`src/rtl/neck_judge_multi.sv`:
```
// Welding neck detector: qualifies a derivative signature, opens the IGBT for a
// bounded cut window, then enforces a hold-off before re-arming.
module neck_judge_multi #(
  parameter int unsigned DW       = 13,
  parameter int unsigned TW       = 23,
  parameter int unsigned QUAL_N   = 1,
  parameter int unsigned CUT_MAX  = 100000,
  parameter int unsigned MIN_CUT  = 2000,
  parameter int unsigned HOLD_MAX = 5000000,
  parameter int unsigned CW       = 16
) (
  input  logic                 clk,
  input  logic                 rst_n,
  input  logic                 ctl_switch,
  input  logic                 en_judge,
  input  logic                 end_en,
  input  logic signed [DW-1:0] first_order_data,
  input  logic signed [DW-1:0] second_order_data,
  input  logic signed [DW-1:0] third_order_data,
  input  logic signed [DW-1:0] st_d1_min,
  input  logic signed [DW-1:0] st_d2_min,
  input  logic signed [DW-1:0] st_d3_lo,
  input  logic signed [DW-1:0] st_d3_hi,
  input  logic signed [DW-1:0] end_d1_min,
  input  logic signed [DW-1:0] end_d2_max,
  output logic                 power_switch,
  output logic [1:0]           state,
  output logic [CW-1:0]        neck_cnt,
  output logic                 end_pulse,
  output logic                 timeout_pulse
);

  localparam int unsigned QW = 4;

  // Elaboration-time guards: timers must never wrap, qualify count must fit.
  if (64'(CUT_MAX) >= (64'd1 << TW) || 64'(HOLD_MAX) >= (64'd1 << TW)) begin : g_bad_tw
    $error("TW too narrow for CUT_MAX/HOLD_MAX");
  end
  if (QUAL_N < 1 || QUAL_N > 15) begin : g_bad_qual
    $error("QUAL_N out of range 1..15");
  end
  if (MIN_CUT < 1 || MIN_CUT > CUT_MAX) begin : g_bad_min
    $error("MIN_CUT out of range 1..CUT_MAX");
  end

  typedef enum logic [1:0] {
    S_IDLE  = 2'b00,
    S_ARMED = 2'b01,
    S_CUT   = 2'b10,
    S_HOLD  = 2'b11
  } state_t;

  state_t         st;
  logic [TW-1:0]  cut_cnt;
  logic [TW-1:0]  hold_cnt;
  logic [QW-1:0]  qual_cnt;
  logic           start_c;
  logic           end_c;
  logic           early_c;

  assign start_c = (first_order_data  > st_d1_min) && (second_order_data > st_d2_min) &&
                   (third_order_data  > st_d3_lo)  && (third_order_data  < st_d3_hi);
  assign end_c   = (first_order_data  > end_d1_min) && (second_order_data < end_d2_max);
  assign early_c = end_en && en_judge && end_c && (cut_cnt >= TW'(MIN_CUT - 1));

  assign state = st;

  always_ff @(posedge clk or negedge rst_n) begin
    if (!rst_n) begin
      st            <= S_IDLE;
      power_switch  <= 1'b0;
      neck_cnt      <= '0;
      end_pulse     <= 1'b0;
      timeout_pulse <= 1'b0;
      cut_cnt       <= '0;
      hold_cnt      <= '0;
      qual_cnt      <= '0;
    end else begin
      end_pulse     <= 1'b0;
      timeout_pulse <= 1'b0;
      if (!ctl_switch) begin
        st           <= S_IDLE;
        power_switch <= 1'b0;
        cut_cnt      <= '0;
        hold_cnt     <= '0;
        qual_cnt     <= '0;
      end else begin
        unique case (st)
          S_IDLE: st <= S_ARMED;
          S_ARMED: begin
            if (en_judge) begin
              if (!start_c) begin
                qual_cnt <= '0;
              end else if (qual_cnt == QW'(QUAL_N - 1)) begin
                st           <= S_CUT;
                power_switch <= 1'b1;
                cut_cnt      <= '0;
                qual_cnt     <= '0;
                if (neck_cnt != {CW{1'b1}}) neck_cnt <= neck_cnt + CW'(1);
              end else begin
                qual_cnt <= qual_cnt + QW'(1);
              end
            end
          end
          S_CUT: begin
            cut_cnt <= cut_cnt + TW'(1);
            // An end signature wins over a coincident timeout.
            if (early_c || cut_cnt == TW'(CUT_MAX - 1)) begin
              st            <= S_HOLD;
              power_switch  <= 1'b0;
              hold_cnt      <= '0;
              end_pulse     <= early_c;
              timeout_pulse <= !early_c;
            end
          end
          S_HOLD: begin
            if (hold_cnt == TW'(HOLD_MAX - 1)) begin
              st       <= S_ARMED;
              hold_cnt <= '0;
              qual_cnt <= '0;
            end else begin
              hold_cnt <= hold_cnt + TW'(1);
            end
          end
          default: st <= S_IDLE;
        endcase
      end
    end
  end

endmodule

```
`config.mk`:
```
export PLATFORM = sky130hd
export DESIGN_NAME = neck_judge_multi
export DESIGN_NICKNAME = d
export VERILOG_FILES = /design/src/rtl/neck_judge_multi.sv
export SDC_FILE = /design/constraint.sdc
export NUM_CORES = 1
export LEC_CHECK = 0
export BUFFER_PORTS_ARGS = -buffer_cell sky130_fd_sc_hd__buf_2
export CORE_MARGIN = 8
export CORE_UTILIZATION = 32
export DETAILED_ROUTE_END_ITERATION = 10
export PLACE_DENSITY = 0.57
export SYNTH_ARGS = -nofsm -noshare
export SYNTH_HDL_FRONTEND = slang
export SYNTH_SLANG_ARGS = --single-unit
```
`constraint.sdc`:
```
create_clock -name clk -period 5.2 [get_ports clk]
set_input_delay 0.52 -clock clk [delete_from_list [all_inputs] [get_ports clk]]
set_output_delay 0.52 -clock clk [all_outputs]
set_load 0.01 [all_outputs]
```
==> impl_metrics.csv, run 1 <==
group,metric,value,unit
status,outcome,"finished, final reports clean",
clock_network,cts_hold_buf,0,
sta,worst_pin_slew,1.020,ns
yosys,synth.cell_area,5803,µm²
yosys,yosysSeqAreaShare,0.3062,
global_route,grt_pass1_vias,5218,
yosys,syn-num-nets,896,
clock_network,cts_htree_levels,3,
clock_network,clock-sinks,71,
floorplanning,core_area,17900,µm²
global_route,grtUsageTotal,0.1399,
detailed_routing,dr.pass1.iters,5,
critical_path,cpLargestDelayFamily,"compound AO/OA/AOI/OAI gates",
finish,drive_gt1_frac,0.2057,
flow_run,max-cap-violations,0,
critical_path,cp_max_fo,22,
detailed_routing,route.final.wire_length,16.13,mm
clock_network,cts_tree,"yes",
sta,hold_violations,0,
sta,finalSetupViolations,0,
sta,skew,0.008470,ns
placed_design,dp.cells,1049,
clock_network,clk_pin_slew,0.06,ns
yosys,synth_seq_cells,71,
detailed_routing,drtIter0Drc,232,
floorplanning,initial_core_util,0.3242,
critical_path,critPathBufInv,1,
sta,fin_crit,3.402,ns
floorplanning,die_area,22700,µm²
clock_network,insertion_delay,0.34,ns
sta,fin_ws,1.798,ns
critical_path,crit_arrival,3.57,ns
placed_design,routabilityCongestion,0.8614,
sta,relSlewSlack,0.3197,
yosys,async_flop_share,1.000,
global_route,grt_max_degree,72,
floorplanning,die_x,150.7,µm
critical_path,crit_path_max_incr_delay,0.81,ns
critical_path,cp-start-kind,"input pin",
yosys,avgSynthCellArea,8.410,µm²
global_route,antenna_found_initial,2,
clock_network,post-cts-setup-buffer-count,0,
placed_design,post-place-ws,1.453,ns
detailed_routing,via_per_inst,4.976,
clock_network,cts_buffers,9,
critical_path,crit_path_end_kind,"flip-flop",
detailed_routing,ant_nets,0,
placed_design,hpwlAfterDp,12.99,mm
floorplanning,placementRows,49,
yosys,ys_types,64,
sta,fmax,293.9,MHz
yosys,synth_edf_count,0,
sta,period_share,0.6543,
global_route,grt_overflow,0,
clock_network,clk_path_buf_depth,2,
yosys,yosysWarningCount,0,
power_and_ir_drop,peakVddDrop,0.1519,mV
critical_path,slowest_stage,"o21ai_2",
detailed_routing,vias,5304,
hold_path,hold_path.class,"input pin to async pin",
placed_design,io_buffers,142,
global_route,grt_pass1_wl,25.88,mm
critical_path,path_class,"input pin to flip-flop",
floorplanning,pin_count,143,
finish,utilization,0.3949,
yosys,synthCells,690,
detailed_routing,wl_per_cell,15.14,µm
power_and_ir_drop,powerDensity,234.9,nW/µm²
sta,slew_violations,0,
power_and_ir_drop,p_leak,3.619,nW
clock_network,cts_root_buf,"clkbuf_16",
finish,nNetsFinal,1037,
critical_path,cp.required,5.37,ns
sta,rsz0062_at_grt,"false",
yosys,synth_flop_cell,"dfrtp_1",
floorplanning,die_h,150.7,µm
clock_network,cts_resized,0,
finish,stdcell_count,1066,
finish,area_delta_synth_final,21.82,%
finish,fill_cells,1861,
sta,fin_tns_setup,0,ns
critical_path,cp_cell_sequence,"buf_2, ha_1, nand4_1, or3_1, o31a_1, o2111a_1, o221ai_1, nor4_4, and2_1, o21ai_2, o21ai_0",
detailed_routing,drc_errors,0,
path summary, 6_finish.rpt:
kind,endpoint,cells past startpoint,start,slack (ns)
setup / recovery,cut_cnt[18],11,third_order_data[12],1.80
hold / removal,hold_cnt[9],2,rst_n,0.41
setup reg to reg,hold_cnt[2],10,cut_cnt[0],2.15
hold reg to reg,neck_cnt[9],1,neck_cnt[9],0.49
max in group asynchronous,neck_cnt[3],2,rst_n,4.20
min in group clk,neck_cnt[9],1,neck_cnt[9],0.49
layout by cell type, fill, tap and decap left out, types with 11 or more instances in the layout:
master and instances:
a31oi_1 11, inv_1 90, buf_2 142, xnor2_1 27
nand2b_1 11, o31ai_1 21, o21ai_0 50, and3_1 18
nor2_1 53, nand3_1 43, a21oi_1 28, nand2_1 42
nand4_1 18, ha_1 84, dfrtp_1 71
final cells by class:
| class | count | area (µm²) | share of cell area |
|---|---|---|---|
| diodes | 1 | 2.502 | 0.0003540 |
| clock buffers | 9 | 225.2 | 0.03186 |
| clock inverters | 7 | 96.34 | 0.01363 |
| inverters | 90 | 337.8 | 0.04779 |
| multi-input cells | 513 | 3603 | 0.5097 |
| flip-flops and latches | 71 | 1777 | 0.2513 |
| well taps | 229 | 286.5 | 0.04053 |
| repair buffers | 146 | 740.7 | 0.1048 |
routing by layer:
metal / wire [µm] / track usage
met5: 0 / 0
met4: 180 / 0.03315
met3: 1241 / 0.03156
met2: 7174 / 0.2289
met1: 7537 / 0.1837
cell families (layout without fill, tap and decap cells):
| group | count (synthesis) | after routing | synth area share |
|---|---|---|---|
| AOI/OAI and AO/OA | 153 | 153 | 0.1684 |
| xor gates and xnor gates | 28 | 28 | 0.04226 |
| adders and majority gates | 84 | 84 | 0.1811 |
| buffers and inverters | 106 | 252 | 0.07288 |
| DFF | 71 | 71 | 0.3062 |
| muxes | 5 | 5 | 0.009702 |
| other | 0 | 1 | 0 |
| and+or+nand+nor | 243 | 243 | 0.2195 |
power by group:
group          leakage, nW  internal, mW  switching (mW)
sequential           0.987         0.571          0.0286
clock                0.148         0.420           0.244
combinational         2.48         0.160           0.238
total                 3.62          1.15           0.510
Yosys cell counts (all sizes together) (7+ instances only):
cell / number / area share
inv: 90 / 0.058
ha: 84 / 0.18
dfrtp: 71 / 0.31
nor2: 53 / 0.034
o21ai: 51 / 0.045
nand3: 43 / 0.037
nand2: 42 / 0.027
a21oi: 28 / 0.024
xnor2: 27 / 0.041
o31ai: 21 / 0.027
nand4: 19 / 0.022
and3: 18 / 0.019
a31oi: 11 / 0.012
clkbuf: 11 / 0.0071
nand2b: 11 / 0.012
a21o: 10 / 0.013
nor3: 9 / 0.0078
nor4: 9 / 0.012
nor2b: 8 / 0.0086
and2: 7 / 0.0075
metrics by stage:
stage	hold slack, ns	power (mW)	instance area (µm²)
2_1_floorplan	0.2244	0.8504	5803
3_3_place_gp	0.4783	1.011	6745
3_5_place_dp	0.4825	1.014	6745
4_1_cts	0.4509	1.688	7067
5_1_grt	0.4987	1.765	7069
6_report	0.4056	1.661	7069
worst reg2reg max path: stages (launching register included):
cell and delay (ns):
dfrtp_1 0.42, ha_1 0.28, nand2b_1 0.09, a21oi_1 0.07, o311ai_0 0.45, a211oi_1 0.16
o311ai_1 0.11, buf_4 0.20, a31o_2 0.47, or2_0 0.49, o21ai_0 0.16
flip-flops by register name (all words and copies together), names as in the netlist:
signal,cells
cut_cnt,23
hold_cnt,23
neck_cnt,16
qual_cnt,4
state,2
end_pulse,1
power_switch,1
timeout_pulse,1
No activity file was read; power rests on OpenSTA's default activity.
==> run 2: changes to the inputs <==
Clock period 5.2 ns to 3.5 ns, I/O delays scaled along.
==> run 2 against run 1 <==
Compared with the run above: non-clock buffer count increased by 10; die area unchanged; total power increased by 51%; flip-flop and latch count unchanged; clock power increased by 50%; clock skew decreased by 0.0023 ns; cell area increased by 1.0%; wire length increased by 0.68%; critical path depth unchanged; combinational power increased by 55%; largest power group unchanged; highest routed layer unchanged.
==> impl_metrics.csv, run 2 (same netlist as run 1, synthesis figures left out) <==
group,metric,value,unit
status,outcome,"finished, final reports clean",
critical_path,reg2reg_from,"cut_cnt[0]",
hold_path,hold_path.class,"input pin to async pin",
critical_path,path_class,"input pin to flip-flop",
clock_network,post-cts-setup-buffer-count,0,
power_and_ir_drop,power_frac_seq,0.355,
floorplanning,placementRows,49,
clock_network,cts_resized,0,
power_and_ir_drop,p_leak,3.668,nW
clock_network,cts_root_buf,"clkbuf_16",
detailed_routing,wl_per_cell,15.11,µm
placed_design,hpwlAfterDp,13.14,mm
sta,hold_violations,0,
power_and_ir_drop,pwr-share-comb,0.246,
clock_network,cts_htree_levels,3,
critical_path,cp_max_fo,22,
sta,fmax,341.6,MHz
clock_network,clock-sinks,71,
global_route,grtUsageTotal,0.1427,
clock_network,cts_hold_buf,0,
floorplanning,pin_count,143,
detailed_routing,vias,5365,
detailed_routing,route.final.wire_length,16.24,mm
finish,layout_commonest_cell,"buf_2",
sta,skew,0.006165,ns
finish,fill_cells,1840,
floorplanning,initial_core_util,0.3242,
finish,largestRegisters,"cut_cnt: 23 flops, hold_cnt: 23 flops, neck_cnt: 16 flops",
critical_path,cp.required,3.72,ns
finish,utilization,0.3989,
detailed_routing,ant_nets,0,
global_route,grt_max_degree,32,
critical_path,cp-start-kind,"input pin",
floorplanning,die_area,22700,µm²
power_and_ir_drop,internal_power,1.732,mW
clock_network,cts_buffers,9,
power_and_ir_drop,p_sw,770.8,µW
sta,rsz0062_at_grt,"false",
finish,mostFrequentLayoutCells,"buf_2, inv_1, ha_1",
global_route,grt_overflow,0,
detailed_routing,drtIter0Drc,290,
global_route,antenna_found_initial,0,
sta,fin_ws,0.5724,ns
placed_design,routabilityCongestion,0.9172,
critical_path,crit_path_end_kind,"flip-flop",
sta,finalSetupViolations,0,
finish,finalInstanceArea,7142,µm²
global_route,grt_pass1_wl,26.12,mm
power_and_ir_drop,peakVddDrop,0.2567,mV
power_and_ir_drop,pwr-share-clk,0.398,
placed_design,place_area,6820,µm²
floorplanning,die_h,150.7,µm
clock_network,clk_path_buf_depth,2,
finish,area_delta_synth_final,23.07,%
placed_design,post-place-ws,0.2016,ns
detailed_routing,via_per_inst,4.991,
critical_path,crit_arrival,3.15,ns
power_and_ir_drop,powerDensity,350.4,nW/µm²
clock_network,insertion_delay,0.34,ns
floorplanning,die_x,150.7,µm
finish,drive_gt1_frac,0.2151,
floorplanning,core_area,17900,µm²
sta,relSlewSlack,0.4517,
sta,slew_violations,0,
flow_run,max-cap-violations,0,
sta,fin_crit,2.928,ns
sta,fin_tns_setup,0,ns
placed_design,io_buffers,142,
power_and_ir_drop,p_sw_frac,0.3080,
finish,nNetsFinal,1047,
critical_path,setup.worst_path.start,"second_order_data[6]",
sta,worst_pin_slew,0.8205,ns
clock_network,cts_tree,"yes",
finish,insertedDiodeCount,0,
detailed_routing,dr.pass1.iters,4,
sta,period_share,0.8364,
detailed_routing,drc_errors,0,
global_route,grt_pass1_vias,5311,
clock_network,clk_pin_slew,0.06,ns
==> run 2: cell types whose count changed in the layout (fill, tap and decap cells not counted) <==
cell,delta
buf_4,+10
diode_2,-1
==> run 2: routing by layer <==
metal / up-vias / track usage / share of wire
met5: - / 0 / 0
met4: 0 / 0.04750 / 0.016
met1: 2434 / 0.1863 / 0.46
met3: 17 / 0.02615 / 0.076
met2: 152 / 0.2330 / 0.44
li1: 2762 / - / -
==> run 2: stage by stage <==
| step | total power, mW | hold slack [ns] | instances |
|---|---|---|---|
| detailed placement | 1.530 | 0.4625 | 1059 |
| floorplan | 1.263 | 0.05441 | 690 |
| CTS | 2.535 | 0.1082 | 1075 |
| finish | 2.503 | 0.07239 | 1075 |
| global placement | 1.529 | 0.4585 | 1059 |
| global route | 2.660 | 0.1250 | 1075 |
==> run 2: cell type report <==
class / count / area [µm²] / area share
clock buffers: 9 / 225.2 / 0.03153
inverters: 90 / 337.8 / 0.04730
clock inverters: 7 / 96.34 / 0.01349
flip-flops and latches: 71 / 1777 / 0.2488
well taps: 229 / 286.5 / 0.04012
repair buffers: 156 / 815.8 / 0.1142
multi-input cells: 513 / 3603 / 0.5046
==> run 2: path summary, 6_finish.rpt <==
path	to	slack (ns)	cells after the start
max	cut_cnt[5]	0.57	11
min	hold_cnt[17]	0.07	1
max reg2reg	hold_cnt[20]	0.69	9
min reg2reg	neck_cnt[8]	0.49	1
max in group asynchronous	qual_cnt[1]	2.54	2
min in group clk	power_switch	0.42	3
==> run 2: power groups by stage <==
stage          sequential, mW  combinational (mW)  clock [mW]
6_report                0.889               0.617       0.997
2_1_floorplan           0.904               0.359           0
3_5_place_dp            0.904               0.626           0
5_1_grt                 0.896               0.711        1.05
4_1_cts                 0.890               0.630        1.02
3_3_place_gp            0.904               0.625           0
==> run 2: critical path, stage by stage <==
cell,delay (ns)
buf_2,0.12
ha_1,0.30
a21o_1,0.19
a221o_1,0.32
a211o_1,0.31
mux2_4,0.33
nor4_4,0.32
and2_1,0.23
o21ai_2,0.07
buf_4,0.23
o41ai_1,0.37
